$ cat config.mk
export PLATFORM = sky130hd
export DESIGN_NAME = burst_bus_adapter
export DESIGN_NICKNAME = d
export VERILOG_FILES = /design/src/rtl/burst_bus_adapter.sv
export SDC_FILE = /design/constraint.sdc
export NUM_CORES = 2
export LEC_CHECK = 0
export ABC_AREA = 1
export BUFFER_PORTS_ARGS = -buffer_cell sky130_fd_sc_hd__buf_4
export CORE_AREA = 2 2 490 492
export DETAILED_ROUTE_END_ITERATION = 10
export DIE_AREA = 0 0 492 494
export PLACE_DENSITY = 0.36
export SLEW_MARGIN = 0
export SYNTH_ARGS = -nofsm -noshare
export SYNTH_HDL_FRONTEND = slang
export SYNTH_SLANG_ARGS = --single-unit
$ cat constraint.sdc
create_clock -name clk_i -period 4.3 [get_ports clk_i]
set_input_delay 0.86 -clock clk_i [delete_from_list [all_inputs] [get_ports clk_i]]
set_output_delay 0.86 -clock clk_i [all_outputs]
set_load 0.01 [all_outputs]
$ cat src/rtl/burst_bus_adapter.sv
// burst_bus_adapter
//   Turns one L2 line request (read or write, LINE_WIDTH bits) into a burst of
//   32-bit OBI transactions on the same line, then returns the assembled line
//   for reads. Word addresses only wrap within the line. Granted transactions
//   that still await rvalid are capped at MAX_OUTSTANDING.
//
// Ports
//   clk_i, rst_ni                 clock, asynchronous active-low reset
//   mem_req_valid_i/ready_o       line request handshake
//   mem_req_rw_i                  1 = write
//   mem_req_addr_i                line address
//   mem_req_byteen_i/data_i       write byte enables / write data
//   mem_req_tag_i                 request tag, echoed on the read response
//   mem_rsp_valid_o/ready_i       read line handshake
//   mem_rsp_data_o/tag_o          assembled read line and its tag
//   obi_req_o/gnt_i               OBI address phase handshake
//   obi_addr_o/we_o/be_o/wdata_o  OBI address phase payload
//   obi_rvalid_i/rdata_i          OBI response phase (in order)
module burst_bus_adapter #(
    parameter int LINE_WIDTH        = 512,
    parameter int ADDR_WIDTH        = 26,
    parameter int TAG_WIDTH         = 8,
    parameter int MAX_OUTSTANDING   = 2,
    parameter int SKIP_EMPTY_WRITES = 1
) (
    input  logic                    clk_i,
    input  logic                    rst_ni,
    input  logic                    mem_req_valid_i,
    output logic                    mem_req_ready_o,
    input  logic                    mem_req_rw_i,
    input  logic [ADDR_WIDTH-1:0]   mem_req_addr_i,
    input  logic [LINE_WIDTH/8-1:0] mem_req_byteen_i,
    input  logic [LINE_WIDTH-1:0]   mem_req_data_i,
    input  logic [TAG_WIDTH-1:0]    mem_req_tag_i,
    output logic                    mem_rsp_valid_o,
    input  logic                    mem_rsp_ready_i,
    output logic [LINE_WIDTH-1:0]   mem_rsp_data_o,
    output logic [TAG_WIDTH-1:0]    mem_rsp_tag_o,
    output logic                    obi_req_o,
    input  logic                    obi_gnt_i,
    output logic [31:0]             obi_addr_o,
    output logic                    obi_we_o,
    output logic [3:0]              obi_be_o,
    output logic [31:0]             obi_wdata_o,
    input  logic                    obi_rvalid_i,
    input  logic [31:0]             obi_rdata_i
);

    localparam int WORDS = LINE_WIDTH / 32;
    localparam int IDX_W = $clog2(WORDS);
    localparam int CNT_W = $clog2(MAX_OUTSTANDING + 1);
    localparam logic [CNT_W-1:0] CNT_MAX = CNT_W'(MAX_OUTSTANDING);

    typedef enum logic [1:0] {IDLE, ISSUE, WAIT, RESP} state_t;

    state_t                  state_q, state_d;
    logic                    rw_q;
    logic [ADDR_WIDTH-1:0]   addr_q;
    logic [LINE_WIDTH/8-1:0] byteen_q;
    logic [LINE_WIDTH-1:0]   data_q;
    logic [TAG_WIDTH-1:0]    tag_q;
    logic [LINE_WIDTH-1:0]   line_q;
    logic [IDX_W-1:0]        word_idx_q, word_idx_d;
    logic [IDX_W-1:0]        rcv_idx_q;
    logic [CNT_W-1:0]        cnt_q, cnt_d;

    logic                    accept;
    logic                    grant;
    logic                    rsp_in;
    logic                    store;
    logic [IDX_W:0]          nxt;

    // Words that need an OBI transaction: every word of a read, and for a
    // write only words with at least one byte enabled (when skipping is on).
    function automatic logic [WORDS-1:0] issue_mask(input logic rw,
                                                    input logic [LINE_WIDTH/8-1:0] be);
        logic [WORDS-1:0] m;
        m = '0;
        for (int i = 0; i < WORDS; i++) begin
            m[i] = !(rw && (SKIP_EMPTY_WRITES != 0)) || (|be[4*i +: 4]);
        end
        return m;
    endfunction

    // Lowest set bit of mask at or above start; MSB of the result = found.
    function automatic logic [IDX_W:0] find_next(input logic [WORDS-1:0] mask,
                                                 input logic [IDX_W:0]   start);
        logic             found;
        logic [IDX_W-1:0] idx;
        found = 1'b0;
        idx   = '0;
        for (int i = 0; i < WORDS; i++) begin
            if (!found && (i >= int'(start)) && mask[i]) begin
                found = 1'b1;
                idx   = IDX_W'(i);
            end
        end
        return {found, idx};
    endfunction

    assign mem_req_ready_o = (state_q == IDLE) && (cnt_q == '0);
    assign accept          = mem_req_valid_i && mem_req_ready_o;

    // The registered count gates the request, so a grant can never push the
    // count past the limit even when an rvalid arrives in the same cycle.
    assign obi_req_o = (state_q == ISSUE) && (cnt_q != CNT_MAX);
    assign grant     = obi_req_o && obi_gnt_i;
    assign rsp_in    = obi_rvalid_i && (cnt_q != '0);
    assign store     = rsp_in && !rw_q && ((state_q == ISSUE) || (state_q == WAIT));

    // Byte address = {line_addr, word_idx, 2'b00}, truncated to 32 bits.
    assign obi_addr_o  = (32'(addr_q) << (IDX_W + 2)) | (32'(word_idx_q) << 2);
    assign obi_we_o    = rw_q;
    assign obi_be_o    = rw_q ? byteen_q[{word_idx_q, 2'b00} +: 4] : 4'hF;
    assign obi_wdata_o = rw_q ? data_q[{word_idx_q, 5'b00000} +: 32] : 32'h0;

    assign mem_rsp_valid_o = (state_q == RESP);
    assign mem_rsp_data_o  = line_q;
    assign mem_rsp_tag_o   = tag_q;

    always_comb begin
        cnt_d = cnt_q;
        if (grant && !rsp_in) begin
            cnt_d = cnt_q + 1'b1;
        end else if (!grant && rsp_in) begin
            cnt_d = cnt_q - 1'b1;
        end
    end

    always_comb begin
        state_d    = state_q;
        word_idx_d = word_idx_q;
        nxt        = '0;
        unique case (state_q)
            IDLE: begin
                if (accept) begin
                    // Jump straight to the first issuable word; a write with
                    // nothing enabled never leaves IDLE.
                    nxt = find_next(issue_mask(mem_req_rw_i, mem_req_byteen_i), '0);
                    if (nxt[IDX_W]) begin
                        state_d    = ISSUE;
                        word_idx_d = nxt[IDX_W-1:0];
                    end else begin
                        word_idx_d = '0;
                    end
                end
            end
            ISSUE: begin
                if (grant) begin
                    nxt = find_next(issue_mask(rw_q, byteen_q), {1'b0, word_idx_q} + 1'b1);
                    if (nxt[IDX_W]) begin
                        word_idx_d = nxt[IDX_W-1:0];
                    end else begin
                        word_idx_d = '0;
                        state_d    = rw_q ? IDLE : WAIT;
                    end
                end
            end
            WAIT: begin
                if (rsp_in && (rcv_idx_q == IDX_W'(WORDS - 1))) begin
                    state_d = RESP;
                end
            end
            RESP: begin
                if (mem_rsp_ready_i) begin
                    state_d = IDLE;
                end
            end
            default: state_d = IDLE;
        endcase
    end

    always_ff @(posedge clk_i or negedge rst_ni) begin
        if (!rst_ni) begin
            state_q    <= IDLE;
            word_idx_q <= '0;
            rcv_idx_q  <= '0;
            cnt_q      <= '0;
            rw_q       <= 1'b0;
            addr_q     <= '0;
            byteen_q   <= '0;
            data_q     <= '0;
            tag_q      <= '0;
            line_q     <= '0;
        end else begin
            state_q    <= state_d;
            word_idx_q <= word_idx_d;
            cnt_q      <= cnt_d;
            if (accept) begin
                rw_q      <= mem_req_rw_i;
                addr_q    <= mem_req_addr_i;
                byteen_q  <= mem_req_byteen_i;
                data_q    <= mem_req_data_i;
                tag_q     <= mem_req_tag_i;
                rcv_idx_q <= '0;
            end else if (store) begin
                // OBI responses come back in order: n-th rvalid is word n.
                line_q[{rcv_idx_q, 5'b00000} +: 32] <= obi_rdata_i;
                rcv_idx_q                           <= rcv_idx_q + 1'b1;
            end
        end
    end

endmodule

==> metrics.cfg <==
[synth]
synthTopCellsByArea = dfrtp_1 (58%), nand2_1 (18%), o21ai_0 (7.9%)
synthTopCellsByCount = nand2_1 (2377), dfrtp_1 (1135), o21ai_0 (774)
synthArstFlopShare_pct = 100
yosys.cell_types.count = 48
mappedNetlistArea_mm2 = 0.0488
yosys_warnings = 0
synth_seq_cells = 1135
synth-edff-count = 0
synth_top_cell_area_share_pct = 58.2
synthFlopType = dfrtp_1
ys_seq_area_share_pct = 58.2
synth_cells = 5866
post-synth-top-count-cell = nand2_1
avgSynthCellArea_um2 = 8.32
synth_largest_area_cell = dfrtp_1

[grt]
grt.met1_usage_pct = 25.2
grt_use_met3_pct = 5.79
antenna_found_initial = 63
grt_pass1_wl_um = 376000
grt_pass1_vias = 46962
grt-ovfl-total = 0
grt_max_degree = 213
grt.busiest_layer = met2
grt_usage_pct = 21.7
use_met2_pct = 38.3

[worst_setup_path]
crit_chain = buf_4 -> buf_16 -> buf_12 -> o21ai_0 -> o22ai_1 -> nand2_1 -> a31oi_2 -> buf_4
required_ns = 3.44
end_kind = primary output
reg2reg_depth = 20
critical_path.slowest_cell = dfrtp_4
reg2reg_slack_ns = 0.36
critPathKind = register to primary output
slowest_delay_ns = 0.52
crit_cells = 8
path_buf_inv = 4
arrival_ns = 3.32
cp_top_family = buffers and inverters
cp-start-kind = register
worstPathMaxFanout = 68
crit_top_cell = buf_4

[timing]
worst_slew_pin_slew_ns = 1.50
skew_ns = 0.0285
grt_setup_unrepaired = no
hold_violations = 0
fin_crit_ns = 4.18
fmax_mhz = 239
slew_headroom_pct = 0.290
tns_ns = 0
slew_viol_final = 0
setup_viol = 0
finalCritPeriodShare_pct = 97.1

[power_and_ir_drop]
cellLeakagePower_nw = 33.6
p_per_area_mw_per_mm2 = 763
ir_drop_uv = 345
fin_total_pwr_mw = 51.3

[floorplanning]
initial_utilization_pct = 20.6
io_pins = 1241
die_area_mm2 = 0.243
fp.dieW_um = 492
coreArea_mm2 = 0.237
num_rows = 179
die_h_um = 494

[cts]
clock_path_buffers = 3
cts_tree = done
root_buffer = clkbuf_16
clock-sinks = 1135
cts.hold.buffers_added = 0
htree_levels = 4
cts_made_buffers = 148
clk_pin_slew_ns = 0.06
clkLatencyLatePin_ns = 0.80

[flow_run]
drv_cap = 0

[final_layout]
area_delta_synth_final_pct = 37.6
drive_gt1_share_pct = 23.7
nets = 7673

[routing]
ant_nets = 0
wl_um = 272000
drt_first_iter_violations = 3278
viasPerCell = 4.46
drtPass1Iterations = 5
vias = 45953
wire_per_inst_um = 26.4
route.detailed.drc = 0

[placement]
place_congestion = 0.847
dp_hpwl_um = 205000
port_buffers = 1238

[worst_hold_path]
hold_class = primary input to async pin

[status]
status = complete, no violations

[per-layer routing]
metal  routed length (µm)  vias up
li1                     -    21310
met1               107000    22661
met2               136000     1547
met3                18300      375
met4                 9840       60
met5                  396        -
[power breakdown]
| group | total (mW) | internal, mW | switching, mW |
|---|---|---|---|
| combinational | 21.1 | 7.34 | 13.8 |
| sequential | 17.6 | 14.8 | 2.85 |
| clock | 12.5 | 7.33 | 5.16 |
[placed cells by master (no fill, tap or decap), drive strengths merged, types with 2 or more instances in the layout]
master	count
or2	2
dfrtp	1135
nor3	90
inv	245
o221ai	52
o31ai	90
a21oi	61
ha	12
o22ai	84
nand3	58
nor2	371
mux2i	3
nor4	2
and3	2
bufinv	3
a31oi	33
buf	1383
conb	2
xnor2	3
diode	12
clkinv	32
clkinvlp	2
nand4	35
o21ai	780
nor3b	4
nand3b	2
clkbuf	232
nand2	2383
o211ai	18
[final timing paths]
check | end | start
max | obi_wdata_o[3] | word_idx_q[0]
min | byteen_q[35] | rst_ni
max reg2reg | word_idx_q[0] | word_idx_q[0]
min reg2reg | data_q[319] | data_q[319]
max in group asynchronous | data_q[128] | rst_ni
min in group clk_i | mem_rsp_tag_o[0] | mem_req_tag_i[0]
[flip-flops by register name (all words and copies together), names as in the netlist, named ones only]
name,count
addr_q,26
cnt_q,2
word_idx_q,4
rcv_idx_q,4
data_q,512
obi_we_o,1
mem_rsp_data_o,512
state_q,1
mem_rsp_tag_o,8
byteen_q,64
[repair_timing]
action,4_1_cts,5_1_grt
endpoints found under the setup margin,33,0
setup buffers,4,0
resized for setup,31,0
[area by class of cell]
cell class                 instances  area [µm²]
sequential                      1135       28400
fill                           25974      170000
antenna                           12        30.0
clock inverter                    33         347
clock buffer                     232        4470
inverter                         249         962
timing repair buffer            1384       10800
tap                             3167        3960
multi-input combinational       4094       18200
[metrics by stage]
stage          area (µm²)  hold WS (ns)  worst slack, ns  utilization (%)  cells
6_report            67200         0.126            0.123             28.3  10306
4_1_cts             67100        0.0743           0.0127             28.3  10294
3_3_place_gp        62100         0.457            0.427             26.1  10024
5_1_grt             67100        0.0958          0.00302             28.3  10299
3_5_place_dp        62100         0.460            0.399             26.1  10024
2_1_floorplan       48800         0.444             1.20                -   5867
[cell families after synthesis]
family	count (synthesis)	share of synthesized area [%]
compound gates	1124	12.8
buf+inv	638	4.97
simple gates	2950	23.6
fa+ha+maj	12	0.308
xor+xnor	3	0.0538
flops	1135	58.2
other cells	1	0.00768
mux	3	0.0615
Note: power is estimated with default switching activity, not from simulation.
